### config.mk
export PLATFORM = sky130hd
export DESIGN_NAME = int_array_ctrl
export DESIGN_NICKNAME = d
export VERILOG_FILES = /design/src/rtl/int_array_ctrl.sv
export SDC_FILE = /design/constraint.sdc
export NUM_CORES = 1
export LEC_CHECK = 0
export ABC_CLOCK_PERIOD_IN_PS = 11200
export CORE_MARGIN = 8
export CORE_UTILIZATION = 46
export CTS_BUF_LIST = sky130_fd_sc_hd__clkbuf_16
export CTS_CLUSTER_DIAMETER = 120
export DETAILED_ROUTE_END_ITERATION = 8
export PLACE_DENSITY = 0.8
export SKIP_CTS_REPAIR_TIMING = 1
export SYNTH_ARGS = -nofsm -noshare
export SYNTH_HDL_FRONTEND = slang
export SYNTH_SLANG_ARGS = --single-unit
### constraint.sdc
create_clock -name clk -period 11.2 [get_ports clk]
set_input_delay 2.24 -clock clk [delete_from_list [all_inputs] [get_ports clk]]
set_output_delay 2.24 -clock clk [all_outputs]
set_load 0.01 [all_outputs]
### src/rtl/int_array_ctrl.sv
// int_array_ctrl: sequencer for a ROWS x COLS integer systolic array (clear, skewed compute, drain).
// Optional busy-cycle counter enabled by defining INT_ARRAY_CTRL_PERF_EN; otherwise perf_cycles is tied to 0.
module int_array_ctrl #(
    parameter int ROWS    = 4,
    parameter int COLS    = 4,
    parameter int K_WIDTH = 8,
    localparam int RW     = (ROWS > 1) ? $clog2(ROWS) : 1
) (
    input  logic               clk,
    input  logic               rst,
    input  logic               start,
    input  logic [K_WIDTH-1:0] k_len,
    input  logic               abort,
    output logic               busy,
    output logic               done,
    output logic               start_err,
    output logic               pe_sel,
    output logic [ROWS-1:0]    a_rd_en,
    output logic [COLS-1:0]    b_rd_en,
    output logic               res_valid,
    output logic [RW-1:0]      res_row,
    output logic [31:0]        perf_cycles
);
    // wide enough for the longest compute phase, k_len_max + ROWS + COLS - 2, without wrapping
    localparam int CW = $clog2((2 ** K_WIDTH) + ROWS + COLS);

    typedef enum logic [2:0] {IDLE, CLEAR, COMPUTE, DRAIN, DONE} state_t;

    state_t               state_q, state_d;
    logic [CW-1:0]        cnt_q, cnt_d;
    logic [K_WIDTH-1:0]   k_q, k_d;
    logic [CW-1:0]        last;
    logic                 run;
    logic                 busy_q, busy_d;
    logic                 done_q, done_d;
    logic                 start_err_q, start_err_d;
    logic                 pe_sel_q, pe_sel_d;
    logic [ROWS-1:0]      a_rd_en_q, a_rd_en_d;
    logic [COLS-1:0]      b_rd_en_q, b_rd_en_d;
    logic                 res_valid_q, res_valid_d;
    logic [RW-1:0]        res_row_q, res_row_d;

    assign last = CW'(k_q) + CW'(ROWS + COLS - 2);
    assign run  = state_q inside {CLEAR, COMPUTE, DRAIN};

    // next state, phase counter and the output values the next state implies
    always_comb begin
        state_d = state_q;
        cnt_d   = cnt_q;
        k_d     = k_q;
        case (state_q)
            IDLE: begin
                if (start && k_len != '0) begin
                    k_d     = k_len;
                    state_d = CLEAR;
                end
            end
            CLEAR: begin
                state_d = COMPUTE;
                cnt_d   = '0;
            end
            COMPUTE: begin
                state_d = (cnt_q == last) ? DRAIN : COMPUTE;
                cnt_d   = (cnt_q == last) ? CW'(ROWS - 1) : cnt_q + 1'b1;
            end
            DRAIN: begin
                state_d = (cnt_q == '0) ? DONE : DRAIN;
                cnt_d   = (cnt_q == '0) ? '0 : cnt_q - 1'b1;
            end
            default: state_d = IDLE;
        endcase
        if (abort && run) begin
            state_d = IDLE;
            cnt_d   = '0;
        end
        start_err_d = (state_q == IDLE) && start && (k_len == '0);
        busy_d      = state_d inside {CLEAR, COMPUTE, DRAIN};
        done_d      = state_d == DONE;
        pe_sel_d    = state_d == COMPUTE;
        res_valid_d = state_d == DRAIN;
        res_row_d   = res_valid_d ? cnt_d[RW-1:0] : '0;
        for (int r = 0; r < ROWS; r++)
            a_rd_en_d[r] = pe_sel_d && (cnt_d >= CW'(r)) && (cnt_d < CW'(r) + CW'(k_d));
        for (int j = 0; j < COLS; j++)
            b_rd_en_d[j] = pe_sel_d && (cnt_d >= CW'(j)) && (cnt_d < CW'(j) + CW'(k_d));
    end

    // state, counters and registered outputs
    always_ff @(posedge clk) begin
        if (!rst) begin
            state_q     <= IDLE;
            cnt_q       <= '0;
            k_q         <= '0;
            busy_q      <= 1'b0;
            done_q      <= 1'b0;
            start_err_q <= 1'b0;
            pe_sel_q    <= 1'b0;
            a_rd_en_q   <= '0;
            b_rd_en_q   <= '0;
            res_valid_q <= 1'b0;
            res_row_q   <= '0;
        end else begin
            state_q     <= state_d;
            cnt_q       <= cnt_d;
            k_q         <= k_d;
            busy_q      <= busy_d;
            done_q      <= done_d;
            start_err_q <= start_err_d;
            pe_sel_q    <= pe_sel_d;
            a_rd_en_q   <= a_rd_en_d;
            b_rd_en_q   <= b_rd_en_d;
            res_valid_q <= res_valid_d;
            res_row_q   <= res_row_d;
        end
    end

    assign busy      = busy_q;
    assign done      = done_q;
    assign start_err = start_err_q;
    assign pe_sel    = pe_sel_q;
    assign a_rd_en   = a_rd_en_q;
    assign b_rd_en   = b_rd_en_q;
    assign res_valid = res_valid_q;
    assign res_row   = res_row_q;

`ifdef INT_ARRAY_CTRL_PERF_EN
    logic [31:0] perf_cnt_q, perf_q;

    // count busy cycles of the running job and publish the total as the job enters DONE
    always_ff @(posedge clk) begin
        if (!rst) begin
            perf_cnt_q <= '0;
            perf_q     <= '0;
        end else begin
            perf_cnt_q <= run ? perf_cnt_q + 32'd1 : '0;
            if (state_q == DRAIN && state_d == DONE)
                perf_q <= perf_cnt_q + 32'd1;
        end
    end

    assign perf_cycles = perf_q;
`else
    assign perf_cycles = '0;
`endif
endmodule

==> flow_summary.json, run 1 <==
{
  "run_status": "complete, no violations",
  "crit_type": "input port to flip-flop",
  "fmax_mhz": 173,
  "syn_inst": 405,
  "wl_per_cell_um": 16.7,
  "fp.dieW_um": 100,
  "core-area_sq_um": 6830,
  "synth_top_family_by_area": "simple AND/OR/NAND/NOR gates",
  "hold_path_depth": 2,
  "cp-start-kind": "input port",
  "synth_top_area_share_pct": 19.0,
  "dpl.hpwl_um": 6760,
  "cp_max_fo": 15,
  "grt_usage_pct": 17.3,
  "grt_max_degree": 16,
  "ant_nets": 0,
  "crit_required_ns": 11.40,
  "arrival_ns": 5.98,
  "cts_sinks": 31,
  "drive_above_1_share_pct": 8.08,
  "async_reset_ff_share_pct": 0,
  "critPathSlowestCell": "a21boi_4",
  "seq_area_sq_um": 621,
  "p_per_area_nw_per_um2": 107,
  "synth_warnings": 0,
  "synthAdderAreaFrac_pct": 13.2,
  "ir_worst_vdd_mv": 0.0579,
  "synth-edff-count": 0,
  "finalCriticalPeriod_ns": 5.78,
  "crit_start": "start",
  "syn_to_final_growth_pct": 9.53,
  "synthTopCellsByCount": "buf_4, nand2_1, ha_1, dfxtp_1, nor2_1",
  "yosys.area.top_type": "dfxtp_1",
  "worst_pin_slew_ns": 1.25,
  "setup_viol": 0,
  "path_cells": "clkdlybuf4s50_1, nor4b_4, a21boi_4, nor2_1, a21oi_1, inv_1, ha_1, nor3b_2, nand2_1, nor2_1, xor2_1, ha_1, a2111o_1, a31o_1, a211oi_2",
  "clock_latency_ns": 0.28,
  "final_hold_viol_count": 0,
  "drt_iter0_drc": 193,
  "htreeDepth": 2,
  "overflow": 0,
  "cts_tree": "built",
  "cts_buffers": 5,
  "hold_path.class": "flip-flop to flip-flop",
  "ys_seq_elements": 31,
  "min_period_over_period_pct": 51.6,
  "rsz0062_at_grt": "no",
  "cts-root-buf": "clkbuf_16",
  "routabilityCongestion": 0.962,
  "synth_top_cells_by_area": "dfxtp_1, ha_1, buf_4",
  "synth_most_common_cell": "buf_4",
  "dr.pass1.iters": 4,
  "n_fill_cell": 681,
  "portBuffers": 26,
  "hold_end": "k_q[0]",
  "cp-end-kind": "flip-flop",
  "clk_pin_slew_ns": 0.05,
  "rows": 30,
  "fin_setup_tns_ns": 0,
  "maxCapViolCount": 0,
  "slowest_delay_ns": 0.52,
  "cts.path.max_buffers": 2,
  "first_global_vias": 2968,
  "start_util_pct": 47.9,
  "crit_family": "compound AO/OA/AOI/OAI gates",
  "synthDistinctLibCells": 75,
  "ys.flop_type": "dfxtp_1",
  "finalMaxSlewViolations": 0,
  "vias": 2947,
  "wirelength_um": 8650,
  "yosysSeqAreaShare_pct": 19.0,
  "dpl_worst_slack_ns": 5.14,
  "antennaDiodeCount": 0,
  "synthXorXnorAreaFrac_pct": 7.77,
  "synthMuxAreaShare_pct": 1.99,
  "ff2ff_path_depth": 14,
  "drc": 0,
  "synth_compound_area_share_pct": 21.7,
  "rr_endpoint": "b_rd_en[1]",
  "io_pins": 59,
  "synthSimpleGateAreaFrac_pct": 24.3,
  "worst_slack_ns": 5.42,
  "viasPerCell": 5.70,
  "avgSynthCellArea_sq_um": 8.08,
  "dieArea_sq_um": 10100,
  "fp.dieH_um": 100,
  "hp-start": "k_q[0]",
  "clock_skew_ns": 0.00521,
  "grt_pass1_wl_um": 14100,
  "synth_area_sq_um": 3270,
  "p_leak_nw": 1.43,
  "rr_startpoint": "state_q[2]",
  "antenna_found_initial": 0,
  "relSlewSlack_pct": 16.2,
  "multi_input_area_sq_um": 2370,
  "layout.nets": 464,
  "r2r_slack_ns": 7.35,
  "critPathBufInv": 2
}
stage by stage:
stage	util (%)	instance area (sq um)	hold slack, ns	instances	total power, mW
after global placement	50.4	3450	0.711	509	0.253
after CTS	52.4	3580	0.733	517	0.386
after floorplan	-	3390	0.616	436	0.231
after global routing	52.4	3580	0.793	517	0.406
after detailed placement	50.4	3450	0.717	509	0.257
final	52.4	3580	0.732	517	0.384
tightest hold or removal path, cell delays in order (launching register included):
cell and delay, ns:
dfxtp_1 0.34, mux2i_1 0.21, nor2_1 0.13
per-layer routing:
| metal | global-route usage [%] | vias to the layer above | wire length, um |
|---|---|---|---|
| met2 | 30.5 | 114 | 4360 |
| met1 | 19.0 | 1374 | 3470 |
| met3 | 2.28 | 23 | 504 |
| li1 | - | 1436 | - |
| met4 | 11.6 | 0 | 323 |
| met5 | 0 | - | 0 |
worst max-delay path by stage:
stage / end / depth (start not counted) / slack, ns
2_1_floorplan: b_rd_en[1] / 15 / 6.04
3_3_place_gp: b_rd_en[1] / 15 / 5.30
3_5_place_dp: b_rd_en[1] / 15 / 5.14
4_1_cts: b_rd_en[1] / 15 / 5.41
5_1_grt: b_rd_en[1] / 15 / 5.18
6_report: b_rd_en[1] / 15 / 5.42
cell families after synthesis:
group / count (synthesis)
muxes: 6
AOI/OAI and AO/OA: 93
other: 1
adders and majority gates: 35
buffers and inverters: 66
xor gates and xnor gates: 29
and+or+nand+nor: 144
DFF: 31
final cells by class:
class	count	share of cell area, %
clock buffers	5	3.49
well taps	96	3.35
flip-flops and latches	31	17.3
multi-input cells	339	66.3
repair buffers	28	7.68
inverters	15	1.57
clock inverters	3	0.314
registers in the layout, indices dropped and copies added (netlist names):
| register | flops |
|---|---|
| res_valid | 1 |
| b_rd_en | 4 |
| k_q | 8 |
| done | 1 |
| res_row | 2 |
| busy | 1 |
| state_q | 3 |
| cnt_q | 9 |
| pe_sel | 1 |
| start_err | 1 |
where the power goes:
| group | internal, mW | switching, mW |
|---|---|---|
| registers | 0.116 | 0.00793 |
| logic | 0.0532 | 0.0794 |
| clock network | 0.0798 | 0.0474 |
| total | 0.249 | 0.135 |
layout by cell type (no fill, tap or decap), types with 4 or more instances in the layout:
master / count
or3_1: 5
nand3b_1: 4
dfxtp_1: 31
nand4_1: 5
conb_1: 32
mux2i_1: 4
o21ai_0: 12
o21ai_1: 4
xor2_1: 12
nor2_1: 29
nand2_1: 34
a21oi_1: 18
nor4_1: 7
ha_1: 32
and2_1: 10
a31oi_1: 4
xnor2_1: 17
o211ai_1: 5
nand3_1: 10
o21a_1: 4
inv_1: 15
nor3_1: 9
clkbuf_16: 5
nor2b_1: 9
clkdlybuf4s50_1: 26
(Power assumes the default switching activity.)
==> run 2, diff against run 1 <==
ABC_CLOCK_PERIOD_IN_PS = 5350   (was 11200)
clock period = 5.35 ns   (was 11.2 ns; I/O delays follow)
==> run 2 against run 1 <==
  * Hold slack better by 0.0027 ns
  * Sequential power is 110% higher
  * Final cell count is 1.2% higher
  * Power is 110% higher
  * Clock-buffer cell count stayed put
  * Non-clock buffer count is 6 higher
  * Design area is 1.4% higher
  * First-iteration DRC count is 12% higher
  * Global-route usage is 0.12 points higher
  * Largest power group unchanged
==> flow_summary.json, run 2 (synthesized netlist as in run 1, its figures left out) <==
{
  "cts_sinks": 31,
  "wirelength_um": 8800,
  "start_util_pct": 47.9,
  "fmax_mhz": 215,
  "final_area_sq_um": 3630,
  "min_period_over_period_pct": 87.1,
  "final_cell_mix": "nand2_1, ha_1, conb_1",
  "hp-start": "k_q[0]",
  "rsz0062_at_grt": "no",
  "syn_to_final_growth_pct": 11.0,
  "cts_buffers": 5,
  "clock_latency_ns": 0.28,
  "run_status": "complete, no violations",
  "whs_ns": 0.735,
  "ant_nets": 0,
  "dieArea_sq_um": 10100,
  "cts_tree": "built",
  "clock_skew_ns": 0.00901,
  "crit_type": "input port to flip-flop",
  "cp-end-kind": "flip-flop",
  "routabilityCongestion": 0.951,
  "layout.nets": 470,
  "htreeDepth": 2,
  "slowest_delay_ns": 0.54,
  "rows": 30,
  "dpl_worst_slack_ns": 0.468,
  "drive_above_1_share_pct": 10.1,
  "drt_iter0_drc": 216,
  "arrival_ns": 4.86,
  "fp.dieH_um": 100,
  "total_power_uw": 816,
  "dpl.hpwl_um": 6870,
  "worst_slack_ns": 0.689,
  "crit_required_ns": 5.55,
  "dr.pass1.iters": 5,
  "first_global_vias": 2969,
  "drc": 0,
  "cp-start-kind": "input port",
  "antenna_found_initial": 0,
  "clk_pin_slew_ns": 0.06,
  "io_pins": 59,
  "grt_max_degree": 16,
  "fp.dieW_um": 100,
  "grt_usage_pct": 17.4,
  "maxCapViolCount": 0,
  "grt_pass1_wl_um": 14300,
  "largest_reg_flops": 9,
  "relSlewSlack_pct": 38.5,
  "worst_pin_slew_ns": 0.919,
  "finalCriticalPeriod_ns": 4.66,
  "layout_commonest_cell": "nand2_1",
  "vias": 2996,
  "antennaDiodeCount": 0,
  "finalMaxSlewViolations": 0,
  "core-area_sq_um": 6830,
  "cts.path.max_buffers": 2,
  "fin_setup_tns_ns": 0,
  "crit_family": "compound AO/OA/AOI/OAI gates",
  "critPathBufInv": 2,
  "cts-root-buf": "clkbuf_16",
  "ir_worst_vdd_mv": 0.107,
  "rr_startpoint": "state_q[2]",
  "hold_path.class": "flip-flop to flip-flop",
  "p_leak_nw": 1.46,
  "setup_viol": 0,
  "cp_max_fo": 15,
  "critPathSlowestCell": "a21boi_4",
  "dpl-instance-area_sq_um": 3490,
  "viasPerCell": 5.73,
  "wl_per_cell_um": 16.8,
  "path_cells": "clkdlybuf4s50_1, nor4b_4, a21boi_4, nor2_1, a21oi_1, inv_1, ha_1, nor3b_2, nand2_1, nor2_1, xor2_1, ha_1, a2111o_1, a31o_1, a211oi_2",
  "overflow": 0,
  "final_hold_viol_count": 0,
  "p_per_area_nw_per_um2": 225,
  "crit_start": "start",
  "portBuffers": 26,
  "top_register": "cnt_q",
  "n_fill_cell": 651
}
run 2: cell count changes in the layout (fill, tap and decap cells not counted):
cell and change:
inv_1 -1, buf_4 +6, clkinv_1 -2, clkinv_2 +3
run 2: where the power goes:
group	internal (mW)	switching [mW]	leakage (nW)
sequential	0.244	0.0172	0.252
combinational	0.117	0.169	1.13
clock	0.169	0.100	0.0733
run 2: layout make-up:
cell class              instances  area, sq um  area share [%]
clock inverters                 3         15.0           0.414
clock buffers                   5          125            3.45
inverters                      15         56.3            1.55
repair buffers                 34          320            8.82
multi-input cells             339         2370            65.4
flip-flops and latches         31          621            17.1
well taps                      96          120            3.31
run 2: per-stage QoR:
step                utilization (%)  cells
floorplan                         -    436
global placement               51.1    515
detailed placement             51.1    515
CTS                            53.2    523
global route                   53.2    523
finish                         53.2    523
run 2: final timing paths:
path,end,slack [ns],cells after the start
setup / recovery,b_rd_en[1],0.69,15
setup reg to reg,b_rd_en[1],1.45,14
hold / removal,k_q[0],0.73,2
hold reg to reg,k_q[0],0.73,2
run 2: tightest hold or removal path, cell delays in order, from the launching register on:
cell and delay (ns):
dfxtp_1 0.35, mux2i_1 0.21, nor2_1 0.13
run 2: metal layers:
| layer | wire length (um) | vias up | GRT usage (%) |
|---|---|---|---|
| met5 | 0 | - | 0 |
| met1 | 3520 | 1398 | 19.8 |
| met4 | 289 | 0 | 9.53 |
| met3 | 533 | 25 | 2.01 |
| met2 | 4460 | 125 | 31.0 |
| li1 | - | 1448 | - |
==> run 3, diff against run 2 <==
CORE_ASPECT_RATIO = 0.75   (was unset)
==> run 3 against run 2 <==
  * Clock skew is 0.0020 ns lower
  * Fmax is 2.3% lower
  * Critical path depth is 3 lower
  * Power is 6.4% higher
  * Flip-flop and latch count stayed put
  * Hold slack better by 0.053 ns
==> flow_summary.json, run 3 (synthesized netlist as in run 1, its figures left out) <==
{
  "crit_required_ns": 5.54,
  "dr.pass1.iters": 5,
  "min_period_over_period_pct": 89.2,
  "rsz0062_at_grt": "no",
  "critPathSlowestCell": "mux2i_1",
  "slowest_delay_ns": 0.63,
  "layout_commonest_cell": "nand2_1",
  "first_global_vias": 2833,
  "wl_met2_um": 3910,
  "clk_pin_slew_ns": 0.05,
  "fmax_mhz": 210,
  "switching_share_pct": 33.4,
  "maxCapViolCount": 0,
  "drt_iter0_drc": 282,
  "fp.dieH_um": 89.0,
  "cts_sinks": 31,
  "grt_max_degree": 16,
  "n_fill_cell": 640,
  "cts_buffers": 5,
  "portBuffers": 26,
  "start_util_pct": 47.6,
  "drive_above_1_share_pct": 9.84,
  "cts_tree": "built",
  "wl_met1_um": 4250,
  "grt_usage_pct": 18.4,
  "final_cell_mix": "nand2_1, ha_1, conb_1",
  "final_hold_viol_count": 0,
  "fp.dieW_um": 113,
  "fin_setup_tns_ns": 0,
  "clock_skew_ns": 0.00697,
  "clock_power_share_pct": 36.5,
  "wl_per_cell_um": 17.3,
  "finalMaxSlewViolations": 0,
  "run_status": "complete, no violations",
  "crit_family": "compound AO/OA/AOI/OAI gates",
  "vias": 3043,
  "cts-root-buf": "clkbuf_16",
  "worst_pin_slew_ns": 0.827,
  "hold_path.class": "flip-flop to flip-flop",
  "dpl-instance-area_sq_um": 3490,
  "dpl.hpwl_um": 7030,
  "pwr-share-comb_pct": 33.3,
  "path_cells": "clkdlybuf4s50_1, nor4b_4, a21boi_4, mux2i_1, inv_2, ha_1, and2_1, nand2_1, ha_1, a2111o_1, a31o_1, a211oi_2",
  "cp_max_fo": 15,
  "p_int_uw": 578,
  "antennaDiodeCount": 0,
  "syn_to_final_growth_pct": 11.8,
  "ant_nets": 0,
  "setup_viol": 0,
  "routabilityCongestion": 1.02,
  "rows": 26,
  "clock_latency_ns": 0.28,
  "p_leak_nw": 1.47,
  "whs_ns": 0.787,
  "relSlewSlack_pct": 44.3,
  "crit_type": "input port to flip-flop",
  "top_register": "cnt_q",
  "place_inst": 517,
  "cp-start-kind": "input port",
  "final_area_sq_um": 3660,
  "r2r_slack_ns": 1.32,
  "switchingPower_uw": 290,
  "dieArea_sq_um": 10100,
  "routed.top_layer": "met4",
  "p_per_area_nw_per_um2": 237,
  "wirelength_um": 9080,
  "arrival_ns": 4.96,
  "p_seq_share_pct": 30.2,
  "cp-end-kind": "flip-flop",
  "ir_worst_vdd_mv": 0.144,
  "viasPerCell": 5.80,
  "critPathBufInv": 2,
  "fin_cells": 525,
  "finalCriticalPeriod_ns": 4.77,
  "route.met3.wl_um": 802,
  "io_pins": 59,
  "largest_reg_flops": 9,
  "overflow": 0,
  "grt_pass1_wl_um": 14700,
  "cpMostUsedCell": "ha_1",
  "htreeDepth": 2,
  "layout.nets": 470,
  "antenna_found_initial": 0,
  "core-area_sq_um": 6860,
  "drc": 0,
  "cts.path.max_buffers": 2
}
[run 3: cell types whose count changed in the layout (fill, tap and decap cells not counted)]
| cell | change |
|---|---|
| clkinv_2 | -2 |
| bufinv_16 | +1 |
| clkinv_1 | +1 |
[run 3: layer usage]
layer / vias to the layer above / track usage (%)
li1: 1442 / -
met1: 1428 / 24.5
met2: 158 / 28.9
met3: 15 / 4.59
met4: 0 / 4.82
met5: - / 0
[run 3: worst reg2reg max path: cells and delay by family, from the launching register on]
kind	cells	cell delay, ns
adders and majority gates	2	0.54
buffers and inverters	1	0.16
AOI/OAI and AO/OA	4	1.40
and+or+nand+nor	3	0.82
muxes	1	0.64
DFF	1	0.39
[run 3: path summary, 6_finish.rpt]
kind / from / end / depth (start not counted)
hold / removal: k_q[0] / k_q[0] / 2
setup reg to reg: state_q[2] / b_rd_en[1] / 11
hold reg to reg: k_q[0] / k_q[0] / 2
setup / recovery: start / b_rd_en[1] / 12
[run 3: cell type report]
class,count,area (sq um),share of cell area (%)
sequential,31,621,17.0
multi-input combinational,339,2370,64.9
timing repair buffer,34,320,8.76
tap,98,123,3.35
clock buffer,5,125,3.42
inverter,15,56.3,1.54
clock inverter,3,38.8,1.06
[run 3: power by group through the flow]
stage               logic (mW)  registers, mW  clock network (mW)
finish                   0.289          0.262               0.317
global route             0.317          0.264               0.334
CTS                      0.283          0.261               0.321
detailed placement       0.280          0.266                   0
global placement         0.272          0.265                   0
floorplan                0.224          0.260                   0
[run 3: metrics by stage]
stage               worst slack [ns]  total power, mW  util, %
floorplan                       1.36            0.484        -
global placement               0.565            0.537     50.9
detailed placement             0.461            0.546     50.9
CTS                            0.666            0.866     53.3
global route                   0.370            0.915     53.3
finish                         0.580            0.868     53.3
